### src/rtl/nic_interface_pkg.sv
// Shared constants for the NIC port: register-select encodings and default data width.
package nic_interface_pkg;

  localparam int NIC_DATA_WIDTH = 64;

  localparam logic [1:0] NIC_IN_BUF   = 2'b00;
  localparam logic [1:0] NIC_IN_STAT  = 2'b01;
  localparam logic [1:0] NIC_OUT_BUF  = 2'b10;
  localparam logic [1:0] NIC_OUT_STAT = 2'b11;

endpackage

### src/rtl/nic_interface_channel_buffer.sv
// One-entry channel buffer with full flag; a pop of a full entry wins over any push,
// and a push into a full entry is dropped. Contents survive a pop.
module nic_channel_buffer
  import nic_interface_pkg::*;
#(
  parameter int DATA_WIDTH = NIC_DATA_WIDTH
) (
  input  logic                  clk,
  input  logic                  rst,
  input  logic                  i_push,
  input  logic [DATA_WIDTH-1:0] i_push_data,
  input  logic                  i_pop,
  output logic                  o_full,
  output logic [DATA_WIDTH-1:0] o_data
);

  logic                  r_full;
  logic [DATA_WIDTH-1:0] r_data;
  logic                  w_pop;
  logic                  w_push;

  assign w_pop  = i_pop & r_full;
  assign w_push = i_push & ~r_full;

  always_ff @(posedge clk or posedge rst) begin
    if (rst) begin
      r_full <= 1'b0;
      r_data <= '0;
    end else if (w_pop) begin
      r_full <= 1'b0;
    end else if (w_push) begin
      r_full <= 1'b1;
      r_data <= i_push_data;
    end
  end

  assign o_full = r_full;
  assign o_data = r_data;

endmodule

### src/rtl/nic_interface.sv
// NIC responder on the processor load/store port: one inbound and one outbound
// single-entry packet buffer, with status registers the processor polls.
module nic_interface
  import nic_interface_pkg::*;
#(
  parameter int DATA_WIDTH     = NIC_DATA_WIDTH,
  parameter int NIC_ADDR_WIDTH = 2
) (
  input  logic                      clk,
  input  logic                      rst,
  input  logic                      nicEn,
  input  logic                      nicEnWr,
  input  logic [NIC_ADDR_WIDTH-1:0] adder_nic,
  input  logic [DATA_WIDTH-1:0]     nic_dataIn,
  output logic [DATA_WIDTH-1:0]     nic_dataOut,
  input  logic                      net_si,
  output logic                      net_ri,
  input  logic [DATA_WIDTH-1:0]     net_di,
  output logic                      net_so,
  input  logic                      net_ro,
  output logic [DATA_WIDTH-1:0]     net_do
);

  logic                  w_rd;
  logic                  w_wr;
  logic                  w_in_full;
  logic                  w_out_full;
  logic [DATA_WIDTH-1:0] w_in_data;
  logic [DATA_WIDTH-1:0] w_out_data;
  logic [DATA_WIDTH-1:0] w_rd_data;
  logic [DATA_WIDTH-1:0] r_data_out;

  assign w_rd = nicEn & ~nicEnWr;
  assign w_wr = nicEn & nicEnWr;

  nic_channel_buffer #(.DATA_WIDTH(DATA_WIDTH)) u_in_chan (
    .clk         (clk),
    .rst         (rst),
    .i_push      (net_si),
    .i_push_data (net_di),
    .i_pop       (w_rd && (adder_nic == NIC_IN_BUF)),
    .o_full      (w_in_full),
    .o_data      (w_in_data)
  );

  nic_channel_buffer #(.DATA_WIDTH(DATA_WIDTH)) u_out_chan (
    .clk         (clk),
    .rst         (rst),
    .i_push      (w_wr && (adder_nic == NIC_OUT_BUF)),
    .i_push_data (nic_dataIn),
    .i_pop       (net_ro),
    .o_full      (w_out_full),
    .o_data      (w_out_data)
  );

  // Read data is taken from pre-edge state, so a draining read returns the packet.
  always_comb begin
    w_rd_data = '0;
    case (adder_nic)
      NIC_IN_BUF:   w_rd_data = w_in_data;
      NIC_IN_STAT:  w_rd_data = {{(DATA_WIDTH-1){1'b0}}, w_in_full};
      NIC_OUT_BUF:  w_rd_data = w_out_data;
      NIC_OUT_STAT: w_rd_data = {{(DATA_WIDTH-1){1'b0}}, w_out_full};
      default:      w_rd_data = '0;
    endcase
  end

  always_ff @(posedge clk or posedge rst) begin
    if (rst) begin
      r_data_out <= '0;
    end else if (w_rd) begin
      r_data_out <= w_rd_data;
    end
  end

  assign nic_dataOut = r_data_out;
  assign net_ri      = ~w_in_full;
  assign net_so      = w_out_full;
  assign net_do      = w_out_data;

endmodule

### config.mk
export PLATFORM = sky130hd
export DESIGN_NAME = nic_interface
export DESIGN_NICKNAME = d
export VERILOG_FILES = /design/src/rtl/nic_interface_pkg.sv /design/src/rtl/nic_interface_channel_buffer.sv /design/src/rtl/nic_interface.sv
export SDC_FILE = /design/constraint.sdc
export NUM_CORES = 1
export LEC_CHECK = 0
export BUFFER_PORTS_ARGS = -buffer_cell sky130_fd_sc_hd__clkbuf_2
export CAP_MARGIN = 20
export CORE_MARGIN = 5
export CORE_UTILIZATION = 50
export CTS_CLUSTER_SIZE = 8
export DETAILED_ROUTE_END_ITERATION = 10
export PLACE_DENSITY = 0.86
export SYNTH_ARGS = -nofsm -noshare
export SYNTH_HDL_FRONTEND = slang
export SYNTH_HIERARCHICAL = 1
export SYNTH_SLANG_ARGS = --single-unit
### constraint.sdc
create_clock -name clk -period 2.3 [get_ports clk]
set_input_delay 0.115 -clock clk [delete_from_list [all_inputs] [get_ports clk]]
set_output_delay 0.115 -clock clk [all_outputs]
set_load 0.005 [all_outputs]
==> results of run 1 <==
## worst max-delay path by stage
stage | end | cells after the start | slack (ns) | from
after global placement | u_out_chan/o_data[23]$_DFFE_PP0P_ | 5 | 0.68 | adder_nic[0]
final | u_in_chan/o_data[20]$_DFFE_PP0P_ | 3 | 0.63 | u_in_chan/o_full$_DFFE_PP0P_
after global routing | u_in_chan/o_data[20]$_DFFE_PP0P_ | 3 | 0.58 | u_in_chan/o_full$_DFFE_PP0P_
after CTS | u_in_chan/o_data[20]$_DFFE_PP0P_ | 3 | 0.65 | u_in_chan/o_full$_DFFE_PP0P_
after detailed placement | u_out_chan/o_data[22]$_DFFE_PP0P_ | 5 | 0.65 | adder_nic[0]
after floorplan | u_in_chan/o_data[0]$_DFFE_PP0P_ | 1 | 0.56 | rst
## per-stage QoR
step	utilization, %	worst slack, ns	instances	instance area [um2]
global route	70.92	0.5751	1128	11840
CTS	70.89	0.6475	1126	11840
global placement	59.44	0.6818	963	9927
detailed placement	59.44	0.6498	963	9927
floorplan	-	0.5585	499	8553
finish	70.92	0.6319	1128	11840
## cell usage in the layout, fill, tap and decap left out
master	count
inv_1	1
mux4_1	1
diode_2	2
inv_6	3
clkbuf_8	2
bufinv_16	2
dlygate4sd3_1	131
a21oi_1	2
nand2b_2	1
clkinvlp_4	3
nor2_1	2
dfrtp_1	194
buf_12	6
o2bb2ai_1	50
mux2_4	120
clkbuf_2	264
inv_8	1
or3b_4	1
mux2_2	9
inv_2	3
nor3_1	1
clkinv_2	2
clkbuf_16	17
mux2i_1	63
o2bb2ai_2	13
clkinv_4	2
nor2b_4	2
and4b_1	1
buf_4	9
## tightest hold or removal path, delay by kind of cell
kind / cells / cell delay [ns]
AOI/OAI and AO/OA: 1 / 0.11
buffers and inverters: 1 / 0.13
and+or+nand+nor: 1 / 0.07
## kinds of logic after synthesis
logic type,share of synthesized area [%]
flops,56.76
simple gates,0.6437
mux,29.93
buf+inv,5.149
compound gates,7.519
## cell type report
class	instances	area (um2)	share of cell area (%)
clock inverters	13	147.6	1.247
well taps	220	275.3	2.324
flip-flops and latches	194	4855	40.99
clock buffers	19	452.9	3.824
repair buffers	410	2820	23.81
diodes	2	5.005	0.04226
inverters	4	15.01	0.1268
multi-input cells	266	3273	27.64
## layer usage
metal / global-route usage, % / wire, um / up-vias
li1: - / - / 2633
met1: 28.45 / 9466 / 2945
met2: 42.94 / 12500 / 240
met3: 5.588 / 1279 / 58
met4: 9.791 / 772 / 0
met5: 0 / 0 / -
## sequential cells by signal (all words and copies together), names as in the netlist
name / count
u_out_chan/o_data: 64
u_in_chan/o_full: 1
u_out_chan/o_full: 1
nic_dataOut: 64
u_in_chan/o_data: 64
## power by group
part / leakage, uW / switching, uW / internal, uW
Combinational: 0.00318 / 1210 / 2190
Sequential: 0.00238 / 930 / 4530
Clock: 0.000288 / 1350 / 1680
Total: 0.00585 / 3490 / 8400
==> qor.yml, run 1 <==
synth:
  synthFlopType: "dfrtp_1"
  synth.distinct_cells: 20
  ys.warnings.count: 6
  synthTopCellsByArea: "dfrtp_1, mux2_4, mux2i_1, o2bb2ai_1, buf_12"
  yosysMostFrequentCell: "dfrtp_1"
  synth_top_area_cell: "dfrtp_1"
  ys_seq_elements: 194
  synth_edf_count: 0
  synthCells: 499
  syn_area_um2: 8553
  yosysTopAreaCellShare_pct: 56.76
  syn-num-nets: 635
  synthTopCellsByCount: "dfrtp_1, mux2_4, mux2i_1, o2bb2ai_1, buf_12"
  synthArstFlopShare_pct: 100.0
  seq_area_frac_synth_pct: 56.76
  synth_area_per_cell_um2: 17.14
placed_design:
  port_buffers: 265
  place_hpwl_um: 14600
  place.gp.congestion: 0.7752
timing:
  skew_ns: 0.01234
  worst_hold_slack_ns: 0.05542
  finalSetupTns_ns: 0
  fin_crit_ns: 1.668
  setup_viol: 0
  max_freq_mhz: 599.5
  final-hold-violation-count: 0
  max_slew_margin_pct: 42.72
  finalCritPeriodShare_pct: 72.53
  rsz0062_at_grt: "no"
  tightestPinTransition_ns: 0.8579
  final_max_slew_viol_count: 0
cts:
  cts_buffers: 17
  cts_resized: 0
  post_cts_buffers: 0
  cts_tree: "done"
  htree_num_levels: 4
  cts_buffer_depth: 2
  hold_buffers: 131
  clk_pin_slew_worst_paths_ns: 0.07
  cts_root_buf: "clkbuf_16"
  clock_latency_ns: 0.43
  cts.sinks: 194
power:
  powerDensity_nw_per_um2: 1004
  ir_worst_vdd_uv: 565.9
  power.leakage_uw: 0.005849
  power.total_uw: 11890
setup_path:
  cp-start-kind: "flip-flop"
  rr_worst_depth: 3
  r2r_start: "u_in_chan/o_full$_DFFE_PP0P_"
  cp_slowest_cell: "dfrtp_1"
  required_ns: 2.61
  cp_cell_sequence: "nor2b_4, buf_12, mux2_2"
  critPathCaptureType: "flip-flop"
  crit_buf_inv: 1
  worst-path-max-fanout: 28
  reg2reg_slack_ns: 0.63
  critPathMaxStageDelay_ns: 0.45
  critPathKind: "flip-flop to flip-flop"
  crit_family: "flip-flops"
  timing.rr.end: "u_in_chan/o_data[20]$_DFFE_PP0P_"
  crit_arrival_ns: 1.97
run_status:
  status: "finished clean"
detailed_routing:
  dr.first_iter.drc_count: 194
  drtPass1Iterations: 4
  drc: 0
  wl_per_cell_um: 21.29
  ant_nets: 0
  wirelength_um: 24010
  vias_per_cell: 5.209
  vias: 5876
floorplanning:
  num_rows: 47
  coreArea_um2: 16700
  die-area_um2: 19820
  die_x_um: 140.8
  die_y_um: 140.8
  pin_count: 266
  initial_core_util_pct: 51.21
global_route:
  grt_pass1_vias: 6711
  grt_pass1_wl_um: 37500
  groute.usage.overall_pct: 24.23
  antenna_found_initial: 2
  grt_max_degree: 65
  grt_overflow: 0
job:
  maxCapViolations: 0
hold_path:
  hold-path-cell-count: 3
  hold_path_end: "u_in_chan/o_full$_DFFE_PP0P_"
  hold_path.class: "primary input to flip-flop"
  min-delay-start: "adder_nic[0]"
layout:
  drive_gt1_share_pct: 50.77
  area_growth_pct: 38.47
  final_nets: 1029
  nFillCells: 1053
No activity file was read; power rests on OpenSTA's default activity.
==> run 2, diff against run 1 <==
- CORE_UTILIZATION: 50 -> 46
- PLACE_DENSITY: 0.86 -> 0.84
- clock period: 2.3 -> 1.43 ns (I/O delays scaled with it)
==> run 2 against run 1 <==
Against the previous run:
- sequential share of layout area decreased by 1.0 points
- worst hold slack improved by 0.0078 ns
- final area is 2.6% higher
- register-to-register slack lost 0.57 ns
- via count grew 3.0%
- clock skew about the same
- sequential cell count is the same
- non-clock buffer count grew 26
- total power is 60% higher
- critical path type unchanged
- critical endpoint is now u_in_chan/o_data[42]$_DFFE_PP0P_
- fmax is 22% higher
- global-route usage fell by 0.88 points
==> qor.yml, run 2 (same netlist as run 1, synthesis figures left out) <==
layout:
  nFillCells: 1206  # was 1053
  final_nets: 1055  # was 1029
  final_common_cell: "clkbuf_2"  # unchanged
  drive_gt1_share_pct: 51.88  # was 50.77%
  final_cell_mix: "clkbuf_2, dfrtp_1, dlygate4sd3_1"  # unchanged
  area_growth_pct: 42.04  # was 38.47%
placed_design:
  place_hpwl_um: 15130  # was 14600 um
  place.gp.congestion: 0.7596  # was 0.7752
  port_buffers: 265  # unchanged
run_status:
  status: "finished clean"  # unchanged
detailed_routing:
  drtPass1Iterations: 4  # unchanged
  drc: 0  # unchanged
  vias_per_cell: 5.195  # was 5.209
  wirelength_um: 25020  # was 24010 um
  ant_nets: 0  # unchanged
  dr.first_iter.drc_count: 236  # was 194
  vias: 6052  # was 5876
  wl_per_cell_um: 21.47  # was 21.29 um
job:
  maxCapViolations: 0  # unchanged
floorplanning:
  initial_core_util_pct: 47.13  # was 51.21%
  die_x_um: 146.4  # was 140.8 um
  coreArea_um2: 18150  # was 16700 um2
  die-area_um2: 21420  # was 19820 um2
  die_y_um: 146.4  # was 140.8 um
  num_rows: 49  # was 47
  pin_count: 266  # unchanged
cts:
  cts.sinks: 194  # unchanged
  cts_root_buf: "clkbuf_16"  # unchanged
  clock_latency_ns: 0.42  # was 0.43 ns
  htree_num_levels: 4  # unchanged
  clk_pin_slew_worst_paths_ns: 0.07  # about the same
  cts_resized: 0  # unchanged
  cts_buffer_depth: 2  # unchanged
  cts_tree: "done"  # unchanged
  cts_buffers: 17  # unchanged
power:
  power.leakage_uw: 0.005969  # was 0.005849 uW
  combPwrFrac_pct: 29.5  # was 28.6%
  powerDensity_nw_per_um2: 1563  # was 1004 nW/um2
  swShare_pct: 29.83  # was 29.36%
  power_frac_seq_pct: 46.3  # was 45.9%
  p_switching_uw: 5663  # was 3490 uW
  power.total_uw: 18980  # was 11890 uW
  power_frac_clock_pct: 24.2  # was 25.5%
  p_int_uw: 13320  # was 8398 uW
  ir_worst_vdd_uv: 1024  # was 565.9 uV
setup_path:
  crit_arrival_ns: 1.67  # was 1.97 ns
  required_ns: 1.73  # was 2.61 ns
  cp-start-kind: "flip-flop"  # unchanged
  reg2reg_slack_ns: 0.06  # was 0.63 ns
  critPathCaptureType: "flip-flop"  # unchanged
  critPathKind: "flip-flop to flip-flop"  # unchanged
  worst-path-max-fanout: 14  # was 28
timing:
  max_slew_margin_pct: 73.55  # was 42.72%
  fin_crit_ns: 1.369  # was 1.668 ns
  finalCritPeriodShare_pct: 95.73  # was 72.53%
  tightestPinTransition_ns: 0.3967  # was 0.8579 ns
  rsz0062_at_grt: "no"  # unchanged
  skew_ns: 0.01203  # was 0.01234 ns
  setup_viol: 0  # unchanged
  final-hold-violation-count: 0  # unchanged
  max_freq_mhz: 730.5  # was 599.5 MHz
  finalSetupTns_ns: 0  # unchanged
  worst_hold_slack_ns: 0.06323  # was 0.05542 ns
  final_max_slew_viol_count: 0  # unchanged
global_route:
  grt_pass1_wl_um: 39680  # was 37500 um
  grt_max_degree: 66  # was 65
  groute.usage.overall_pct: 23.35  # was 24.23%
  grt_pass1_vias: 6952  # was 6711
  antenna_found_initial: 4  # was 2
  grt_overflow: 0  # unchanged
hold_path:
  hold_path.class: "primary input to flip-flop"  # unchanged
[run 2: cell count changes in the layout (fill, tap and decap cells not counted), moves of 2 or more]
| cell | previous run | this run |
|---|---|---|
| clkbuf_8 | 2 | 0 |
| clkinvlp_4 | 3 | 8 |
| buf_4 | 9 | 25 |
| clkbuf_1 | 0 | 2 |
| diode_2 | 2 | 5 |
| buf_12 | 6 | 16 |
| clkinv_2 | 2 | 0 |
| inv_2 | 3 | 0 |
[run 2: through the flow]
step / utilization, % / instance area, um2 / std cells / setup WS [ns]
3_3_place_gp: 56.41 / 10240 / 994 / 0.06732
2_1_floorplan: - / 8583 / 499 / 0.03111
3_5_place_dp: 56.41 / 10240 / 994 / 0.02242
6_report: 66.95 / 12150 / 1165 / 0.06104
5_1_grt: 66.93 / 12150 / 1164 / 0.008663
4_1_cts: 66.71 / 12110 / 1156 / 0.05442
[run 2: worst paths after layout]
kind	cells after the start	to	from
worst max-delay path	4	u_in_chan/o_data[42]$_DFFE_PP0P_	u_in_chan/o_full$_DFFE_PP0P_
worst min-delay path	4	u_in_chan/o_full$_DFFE_PP0P_	adder_nic[0]
worst max register to register	4	u_in_chan/o_data[42]$_DFFE_PP0P_	u_in_chan/o_full$_DFFE_PP0P_
worst min register to register	1	nic_dataOut[56]$_DFFE_PP0P_	nic_dataOut[56]$_DFFE_PP0P_
max in group asynchronous	4	nic_dataOut[15]$_DFFE_PP0P_	rst
min in group asynchronous	3	nic_dataOut[41]$_DFFE_PP0P_	rst
[run 2: worst max-delay path, stage by stage, from the launching register on]
cell     delay (ns)
dfrtp_1        0.42
nor2b_4        0.18
buf_12         0.19
buf_12         0.15
mux2_4         0.31
[run 2: repair_timing]
action,CTS,global route
hold endpoints to repair,324,0
hold buffers,131,0
setup endpoints to repair,0,1
setup buffers,0,4
[run 2: per-layer routing]
layer	track usage [%]	vias to the layer above	share of wire, %
li1	-	2676	-
met1	27.39	3074	39
met2	41.14	248	52
met3	6.260	54	5.8
met4	8.608	0	2.8
met5	0	-	0
[run 2: final cells by class]
type | count | area, um2 | share of cell area (%)
inverter | 4 | 26.28 | 0.2163
clock inverter | 12 | 125.1 | 1.030
antenna | 5 | 12.51 | 0.1030
tap | 229 | 286.5 | 2.358
multi-input combinational | 266 | 3271 | 26.92
sequential | 194 | 4855 | 39.96
clock buffer | 19 | 432.9 | 3.563
timing repair buffer | 436 | 3141 | 25.85
[run 2: power by group through the flow]
stage	Sequential [uW]	Combinational, uW	Clock (uW)
CTS	8690	5520	4700
global route	8990	5980	4970
finish	8790	5590	4600
detailed placement	8740	5230	0
global placement	8700	5030	0
floorplan	8500	3110	0
